### src/rtl/vga_ball_renderer.sv
// vga_ball_renderer: pixel-content stage behind the VGA timing generator.
// It draws a square ball that bounces off the screen edges and moves once per
// frame. A debounced push button steps the ball colour through 1..7.
// Optional macro BOUNCE_COUNT_EN: adds an 8-bit wall-hit counter, shown as a
// white bar on lines 0..3.
module vga_ball_renderer #(
    parameter int H_ACTIVE        = 640,
    parameter int V_ACTIVE        = 480,
    parameter int BALL_SIZE       = 8,
    parameter int SPEED           = 4,
    parameter int DEBOUNCE_CYCLES = 240000
) (
    input  logic        CLK_24M,
    input  logic        RST_N,
    input  logic [10:0] HCOUNT,
    input  logic [10:0] VCOUNT,
    input  logic        USR_BTN,
    output logic [2:0]  VGA_RGB,
    output logic        FRAME_TICK,
    output logic        BTN_LEVEL
);

    localparam int          CW    = $clog2(DEBOUNCE_CYCLES + 1);
    localparam logic [10:0] X_MAX = 11'(H_ACTIVE - BALL_SIZE);
    localparam logic [10:0] Y_MAX = 11'(V_ACTIVE - BALL_SIZE);

    typedef enum logic [1:0] {IDLE, WAIT_PRESS, PRESSED, WAIT_RELEASE} db_state_t;

    logic [10:0]   ball_x, ball_y;
    logic          dx_pos, dy_pos;
    logic [2:0]    colour;
    logic          tick_now;
    logic          x_flip, y_flip;
    logic          active, in_ball, bar_on;
    logic [1:0]    btn_sync;
    logic          btn_s;
    db_state_t     db_state;
    logic [CW-1:0] db_cnt;

    assign tick_now = (HCOUNT == 11'd0) && (VCOUNT == 11'(V_ACTIVE));
    assign btn_s    = btn_sync[1];

    // Wall-hit detection for the current direction of travel on each axis
    always_comb begin
        x_flip = dx_pos ? (({1'b0, ball_x} + 12'(SPEED)) >= {1'b0, X_MAX})
                        : (ball_x <= 11'(SPEED));
        y_flip = dy_pos ? (({1'b0, ball_y} + 12'(SPEED)) >= {1'b0, Y_MAX})
                        : (ball_y <= 11'(SPEED));
    end

    // Ball motion, applied only on the vertical-blanking tick
    always_ff @(posedge CLK_24M) begin
        if (!RST_N) begin
            ball_x     <= '0;
            ball_y     <= '0;
            dx_pos     <= 1'b1;
            dy_pos     <= 1'b1;
            FRAME_TICK <= 1'b0;
        end else begin
            FRAME_TICK <= tick_now;
            if (tick_now) begin
                if (dx_pos) ball_x <= x_flip ? X_MAX : ball_x + 11'(SPEED);
                else        ball_x <= x_flip ? '0    : ball_x - 11'(SPEED);
                if (dy_pos) ball_y <= y_flip ? Y_MAX : ball_y + 11'(SPEED);
                else        ball_y <= y_flip ? '0    : ball_y - 11'(SPEED);
                if (x_flip) dx_pos <= ~dx_pos;
                if (y_flip) dy_pos <= ~dy_pos;
            end
        end
    end

`ifdef BOUNCE_COUNT_EN
    logic [7:0] bounce_cnt;

    // Count ticks that hit at least one wall; a corner counts once
    always_ff @(posedge CLK_24M) begin
        if (!RST_N)                          bounce_cnt <= '0;
        else if (tick_now && (x_flip || y_flip)) bounce_cnt <= bounce_cnt + 8'd1;
    end

    // Each counter bit owns a 64-pixel span of the bar on lines 0..3
    always_comb begin
        bar_on = (VCOUNT < 11'd4) && (HCOUNT < 11'd512) && bounce_cnt[HCOUNT[8:6]];
    end
`else
    assign bar_on = 1'b0;
`endif

    // Hit test of the current beam position against the ball square
    always_comb begin
        active  = (HCOUNT < 11'(H_ACTIVE)) && (VCOUNT < 11'(V_ACTIVE));
        in_ball = ({1'b0, HCOUNT} >= {1'b0, ball_x}) &&
                  ({1'b0, HCOUNT} <  {1'b0, ball_x} + 12'(BALL_SIZE)) &&
                  ({1'b0, VCOUNT} >= {1'b0, ball_y}) &&
                  ({1'b0, VCOUNT} <  {1'b0, ball_y} + 12'(BALL_SIZE));
    end

    // Registered pixel output: ball over bar over black
    always_ff @(posedge CLK_24M) begin
        if (!RST_N)       VGA_RGB <= '0;
        else if (!active) VGA_RGB <= '0;
        else if (in_ball) VGA_RGB <= colour;
        else if (bar_on)  VGA_RGB <= 3'b111;
        else              VGA_RGB <= '0;
    end

    // Two-flop synchroniser for the asynchronous button
    always_ff @(posedge CLK_24M) begin
        if (!RST_N) btn_sync <= '0;
        else        btn_sync <= {btn_sync[0], USR_BTN};
    end

    // Debounce FSM; entering PRESSED from WAIT_PRESS advances the colour
    always_ff @(posedge CLK_24M) begin
        if (!RST_N) begin
            db_state  <= IDLE;
            db_cnt    <= '0;
            BTN_LEVEL <= 1'b0;
            colour    <= 3'b001;
        end else begin
            case (db_state)
                IDLE: begin
                    if (btn_s) begin
                        db_state <= WAIT_PRESS;
                        db_cnt   <= '0;
                    end
                end
                WAIT_PRESS: begin
                    if (!btn_s) begin
                        db_state <= IDLE;
                    end else if (db_cnt == CW'(DEBOUNCE_CYCLES - 1)) begin
                        db_state  <= PRESSED;
                        BTN_LEVEL <= 1'b1;
                        colour    <= (colour == 3'd7) ? 3'd1 : colour + 3'd1;
                    end else begin
                        db_cnt <= db_cnt + 1'b1;
                    end
                end
                PRESSED: begin
                    if (!btn_s) begin
                        db_state <= WAIT_RELEASE;
                        db_cnt   <= '0;
                    end
                end
                WAIT_RELEASE: begin
                    if (btn_s) begin
                        db_state <= PRESSED;
                    end else if (db_cnt == CW'(DEBOUNCE_CYCLES - 1)) begin
                        db_state  <= IDLE;
                        BTN_LEVEL <= 1'b0;
                    end else begin
                        db_cnt <= db_cnt + 1'b1;
                    end
                end
                default: db_state <= IDLE;
            endcase
        end
    end

endmodule

### config.mk
export PLATFORM = sky130hd
export DESIGN_NAME = vga_ball_renderer
export DESIGN_NICKNAME = d
export VERILOG_FILES = /design/src/rtl/vga_ball_renderer.sv
export SDC_FILE = /design/constraint.sdc
export NUM_CORES = 1
export LEC_CHECK = 0
export CAP_MARGIN = 20
export CELL_PAD_IN_SITES_DETAIL_PLACEMENT = 0
export CELL_PAD_IN_SITES_GLOBAL_PLACEMENT = 1
export CORE_MARGIN = 8
export CORE_UTILIZATION = 29
export CTS_CLUSTER_DIAMETER = 150
export DETAILED_ROUTE_END_ITERATION = 12
export GPL_TIMING_DRIVEN = 0
export PLACE_DENSITY = 0.55
export SETUP_SLACK_MARGIN = 0.2
export SYNTH_ARGS = -nofsm -noshare
export SYNTH_HDL_FRONTEND = slang
export SYNTH_SLANG_ARGS = --single-unit
export TNS_END_PERCENT = 50
### constraint.sdc
create_clock -name CLK_24M -period 5 [get_ports CLK_24M]
set_clock_uncertainty 0.05 [all_clocks]
set_input_delay 0.5 -clock CLK_24M [delete_from_list [all_inputs] [get_ports CLK_24M]]
set_output_delay 0.5 -clock CLK_24M [all_outputs]
set_load 0.02 [all_outputs]
==> flow_metrics.py <==
metrics = {
    "place": {
        "place_area_um2": 4880,
        "globalplace.congestion": 0.828,
        "dp_hpwl_um": 10500,
        "port_buffers": 29,
    },
    "setup_path": {
        "critPathLaunchType": "flop",
        "crit_arrival_ns": 3.31,
        "required_ns": 5.17,
        "crit_type": "flop to flop",
        "end_kind": "flop",
        "critPathMaxFanout": 10,
    },
    "timing": {
        "worstMarginPinSlew_ns": 0.856,
        "period_needed_ns": 3.14,
        "max_freq_ghz": 0.318,
        "fin_crit_sh_pct": 62.8,
        "finalHoldViolations": 0,
        "final_max_slew_viol_count": 0,
        "slew_headroom_pct": 42.4,
        "rsz0062_at_grt": "false",
        "setup_tns_ns": 0,
        "setup_viol": 0,
    },
    "cts": {
        "cts_inserted_buffers": 5,
        "clk-insertion-delay-late_ns": 0.29,
        "cts_root_buf": "clkbuf_16",
        "cts.repair.resized": 0,
        "clk_pin_slew_worst_paths_ns": 0.07,
        "h-tree-depth": 2,
        "cts_tree": "yes",
        "clock-sinks": 50,
        "cts_buffer_depth": 2,
        "hold_buffers": 0,
        "postCtsSetupBuffers": 0,
    },
    "pwr": {
        "p_per_area_nw_per_um2": 162,
        "power_frac_clock_pct": 41.1,
        "leakagePower_uw": 0.00176,
        "swShare_pct": 24.1,
        "pwr-share-seq_pct": 49.1,
        "pwr-share-comb_pct": 9.8,
        "p_int_uw": 619,
        "p_switching_uw": 196,
        "peakVddDrop_mv": 0.113,
    },
    "synthesis": {
        "ys_types": 74,
        "async_reset_ff_share_pct": 0,
        "yosys-top-cells-area": "dfxtp_1 (23%), ha_1 (15%), xnor2_1 (5.0%)",
        "synth_cells": 541,
        "synthTopCellsByCount": "ha_1 (52), dfxtp_1 (50), nor2_1 (37)",
        "synth_nets": 618,
        "synth_top_area_share_pct": 23.0,
        "yosys_warnings": 0,
        "syn-cell-area_um2": 4360,
        "ys_ff_latch": 50,
        "synth_area_per_cell_um2": 8.05,
        "synth-seq-area-share_pct": 23.0,
        "synth-edff-count": 0,
        "synth.most_common_cell": "ha_1",
        "yosysTopAreaCell": "dfxtp_1",
        "synth_flop_cell": "dfxtp_1",
    },
    "drt": {
        "post_drt_wl_per_cell_um": 17.8,
        "num_vias": 4172,
        "drt_iter0_drc": 263,
        "totalWireLength_um": 13600,
        "drc": 0,
        "antenna_left": 0,
        "drt_first_pass_iters": 4,
        "vias_per_cell": 5.45,
    },
    "layout": {
        "nets": 654,
        "drive_gt1_share_pct": 6.59,
        "stdcell_area_um2": 5020,
        "fillers": 1550,
        "num_antenna_cells": 0,
        "area_growth_pct": 15.2,
    },
    "global_routing": {
        "grt_pass1_wl_um": 21900,
        "grt_usage_pct": 13.7,
        "grt_pass1_vias": 4177,
        "antenna_found_initial": 0,
        "grt_max_degree": 15,
        "grt_remaining_overflow": 0,
    },
    "floorplanning": {
        "die_h_um": 139,
        "fp.dieW_um": 139,
        "die_area_um2": 19200,
        "fp.coreArea_um2": 14900,
        "start_util_pct": 29.2,
        "ios": 30,
        "rows": 45,
    },
    "flow_run": {
        "drv_cap": 0,
    },
    "hold_path": {
        "hp-class": "flop to flop",
    },
    "outcome": {
        "status": "finished, final reports clean",
    },
}
[kinds of logic after synthesis]
family / Yosys count / synth area share, %
compound gates: 135 / 22.2
flops: 50 / 23.0
simple gates: 211 / 27.2
fa+ha+maj: 52 / 14.9
buf+inv: 58 / 5.54
xor+xnor: 31 / 6.23
mux: 4 / 0.948
[area by class of cell]
cell class | count | area, µm² | area share [%]
inverters | 29 | 109 | 2.17
plain buffers | 29 | 133 | 2.64
clock inverters | 2 | 10.0 | 0.200
well taps | 188 | 235 | 4.69
flip-flops and latches | 50 | 1000 | 20.0
repair buffers | 29 | 290 | 5.79
clock buffers | 5 | 125 | 2.49
multi-input cells | 433 | 3110 | 62.1
[critical path, cell delays in order (launching register included)]
cell and delay, ns:
dfxtp_1 0.46, clkbuf_1 0.46, and4_1 0.32, nand2_1 0.08, xnor2_1 0.12, ha_1 0.29, a211oi_1 0.25, a21oi_1 0.13
a211oi_1 0.57, and4_1 0.32
[metrics by stage]
stage	std cells	total power (µW)	worst slack [ns]	utilization (%)	hold slack, ns
after global placement	758	488	1.88	32.7	0.365
final	765	815	1.86	33.6	0.386
after CTS	765	826	1.86	33.6	0.387
after global routing	765	845	1.74	33.6	0.402
after detailed placement	758	489	1.88	32.7	0.371
after floorplan	541	446	2.61	-	0.362
[per-layer routing]
| metal | GRT usage, % | vias to the layer above | wire [µm] |
|---|---|---|---|
| met4 | 3.09 | 0 | 162 |
| li1 | - | 2092 | - |
| met3 | 1.99 | 16 | 410 |
| met5 | 0 | - | 0 |
| met2 | 22.9 | 78 | 6360 |
| met1 | 18.0 | 1986 | 6650 |
[worst paths after layout]
| path | startpoint | end | slack, ns | depth (start not counted) |
|---|---|---|---|---|
| max reg2reg | ball_x[5] | VGA_RGB[0] | 1.86 | 9 |
| min reg2reg | btn_sync[0] | btn_sync[1] | 0.39 | 1 |
| max | ball_x[5] | VGA_RGB[0] | 1.86 | 9 |
| min | btn_sync[0] | btn_sync[1] | 0.39 | 1 |
[power by group through the flow]
stage               clock network (µW)  registers (µW)  logic [µW]
detailed placement                   0             409        79.9
global route                       357             400        88.0
global placement                     0             409        78.5
CTS                                345             400        80.6
finish                             335             400        79.9
floorplan                            0             409        37.2
[cell usage in the layout (no fill, tap or decap), types with 5 or more instances in the layout]
master / instances
a211oi_1: 6
xor2_1: 6
or3_1: 5
a21oi_1: 18
nand2_1: 32
o21a_1: 8
nand3_1: 32
nor2_1: 37
o21ai_0: 25
and2_1: 9
and4_1: 11
o21ai_1: 7
nand4_1: 13
o211ai_1: 5
clkbuf_16: 5
clkdlybuf4s50_1: 29
a31oi_1: 9
xnor2_1: 25
ha_1: 52
a21boi_1: 5
clkbuf_1: 17
buf_2: 10
nor3_1: 15
nor4b_1: 5
and3_1: 11
nand2b_1: 6
dfxtp_1: 50
nor4_1: 14
inv_1: 29
[state kept, by name, summed over array words and instances (netlist names)]
signal / count
BTN_LEVEL: 1
FRAME_TICK: 1
VGA_RGB: 3
ball_x: 9
ball_y: 9
btn_sync: 2
colour: 3
db_cnt: 18
db_state: 2
dx_pos: 1
dy_pos: 1
No activity file was read; power rests on OpenSTA's default activity.
==> edit (same settings) <==
Re-encode `db_state_t` (4 states) as one-hot, 4 bits wide.
--- a/src/rtl/vga_ball_renderer.sv
+++ b/src/rtl/vga_ball_renderer.sv
@@ -24,7 +24,7 @@
     localparam logic [10:0] X_MAX = 11'(H_ACTIVE - BALL_SIZE);
     localparam logic [10:0] Y_MAX = 11'(V_ACTIVE - BALL_SIZE);
 
-    typedef enum logic [1:0] {IDLE, WAIT_PRESS, PRESSED, WAIT_RELEASE} db_state_t;
+    typedef enum logic [3:0] {IDLE = 4'b0001, WAIT_PRESS = 4'b0010, PRESSED = 4'b0100, WAIT_RELEASE = 4'b1000} db_state_t;
 
     logic [10:0]   ball_x, ball_y;
     logic          dx_pos, dy_pos;
Check against the original RTL: same outputs for any inputs over 4 cycles, from zero or initial values and one cycle with RST_N low; so few cycles prove little.
==> edit against the original RTL <==
Final area grew 1.4%; sequential power grew 5%; first-iteration DRC count shrank 9.9%; area after synthesis grew 0.75%; synthesized cell count grew 2.4%; hold slack lost 0.0034 ns; sequential share of layout area grew 0.51 points; sequential cell count grew 2; routed wire length shrank 6.4%; critical path depth shrank 1; worst setup slack gained 0.20 ns; total power grew 19%.
==> edit: results (changes against the original RTL) <==
| Metric | Value |
|---|---|
| Layout cells sized above 1 | 0.0610 (-0.00484) |
| Vias in the first global route | 4041 (-3.3%) |
| Number of antenna violations at the first check in global routing | 0 (unchanged) |
| Average wire length per cell after detail routing | 16.3 um (-8.0%) |
| Comb pwr | 0.108 mW (+35%) |
| Share of synthesized area spent on multiplexers | 0.00912 (-0.000355) |
| Pin count of the biggest net entering global routing | 16 (+1) |
| Post-detailed-route count of antenna-violating nets | 0 (unchanged) |
| Count of nets after finishing | 666 (+1.8%) |
| Detailed-router iteration count before antenna repair | 5 (+1) |
| Area fraction in compound gates after synthesis | 0.222 (+0.000350) |
| Sequential fraction of the synthesis area | 0.237 (+0.00742) |
| Via count | 4183 (+0.26%) |
| Worst Path Arrival | 3.08 ns (-0.23 ns) |
| Largest fanout on the critical path | 6 (-4) |
| Mapped Nets | 631 (+2.1%) |
| Result of the run | completed |
| Pre-CTS setup slack | 1.80 ns (-0.0803 ns) |
| Adder-Cell Fraction of Synth Area | 0.148 (-0.00111) |
| Xor and xnor area share after synthesis | 0.0818 (+0.0195) |
| Net switching power figure | 0.238 mW (+21%) |
| Starting DRT DRC Count | 237 (-9.9%) |
| Layout fillers | 1593 (+2.8%) |
| Distinct cell type count after synthesis | 66 (-11%) |
| Number of I/O port buffers | 28 (-3.4%) |
| Global-route wire length before repair | 21.0 mm (-4.2%) |
| Resized Gates After CTS | 0 (unchanged) |
| Cell types with the largest area share after synthesis | dfxtp_1 (24%), ha_1 (15%), xnor2_1 (8.0%) |
| Clock Power Share | 0.455 (+0.044) |
| Clk Latency, worst-skew pair | 0.31 ns (+0.02 ns) |
| Post-detailed-placement half-perimeter wirelength | 9.91 mm (-5.6%) |
| Ranking of synthesized cells by instance count | dfxtp_1 (52), ha_1 (52), nor2_1 (42) |
| Maximum resistive drop on vdd | 144 uV (+28%) |
| Vias per std cell | 5.38 (-1.4%) |
| Static Leakage | 1.75 nW (-1.1%) |
| Worst slew margin relative to its limit | 0.281 (-0.144) |
| Fraction of power spent switching nets | 0.246 (+0.00532) |
| Cell total after placement | 770 (+1.6%) |
| Placer congestion estimate | 0.807 (-2.5%) |
| Mean area per synthesized cell | 7.92 um^2 (-1.6%) |
==> edit: cell types whose count changed in the layout (fill, tap and decap cells not counted), moves of 6 or more <==
| cell | before | now |
|---|---|---|
| nor3_1 | 15 | 24 |
| and3_1 | 11 | 5 |
| and4_1 | 11 | 3 |
| o21ai_1 | 7 | 1 |
| xnor2_1 | 25 | 40 |
| o21ai_0 | 25 | 33 |
| a21oi_1 | 18 | 28 |
==> edit: layout make-up <==
cell class                      count  area [um^2]  share of cell area
Buffer                             27          119              0.0234
Clock buffer                        7          153              0.0300
Clock inverter                      1         30.0             0.00590
Inverter                           32          120              0.0236
Multi-Input combinational cell    443         3110               0.611
Sequential cell                    52         1040               0.205
Tap cell                          188          235              0.0462
Timing Repair Buffer               28          280              0.0551
==> edit: stage by stage <==
step                cell area [um^2]  hold WS (ns)   util
floorplan                       4390         0.362      -
global placement                4900         0.364  0.327
detailed placement              4900         0.367  0.327
CTS                             5090         0.385  0.340
global route                    5090         0.402  0.340
finish                          5090         0.383  0.340
==> edit: final timing paths <==
| path | start | to | slack (ns) | depth (start not counted) |
|---|---|---|---|---|
| max reg2reg | ball_x[7] | VGA_RGB[1] | 2.13 | 10 |
| min reg2reg | btn_sync[0] | btn_sync[1] | 0.38 | 1 |
| min | btn_sync[0] | btn_sync[1] | 0.38 | 1 |
| max | VCOUNT[6] | ball_y[10] | 2.06 | 8 |
==> edit: critical path, stage by stage <==
cell and delay [ns]:
clkdlybuf4s50_1 0.53, nand4_1 0.12, or3_1 0.32, buf_2 0.17, nor3_1 0.79, nor2_1 0.38, nor2_1 0.19, a22oi_1 0.08
==> edit: routing by layer <==
metal	vias up	routed length (um)	global-route usage
met4	0	200	0.0358
met1	1950	6190	0.174
met5	-	0	0
li1	2120	-	-
met3	18	505	0.0241
met2	95	5820	0.212
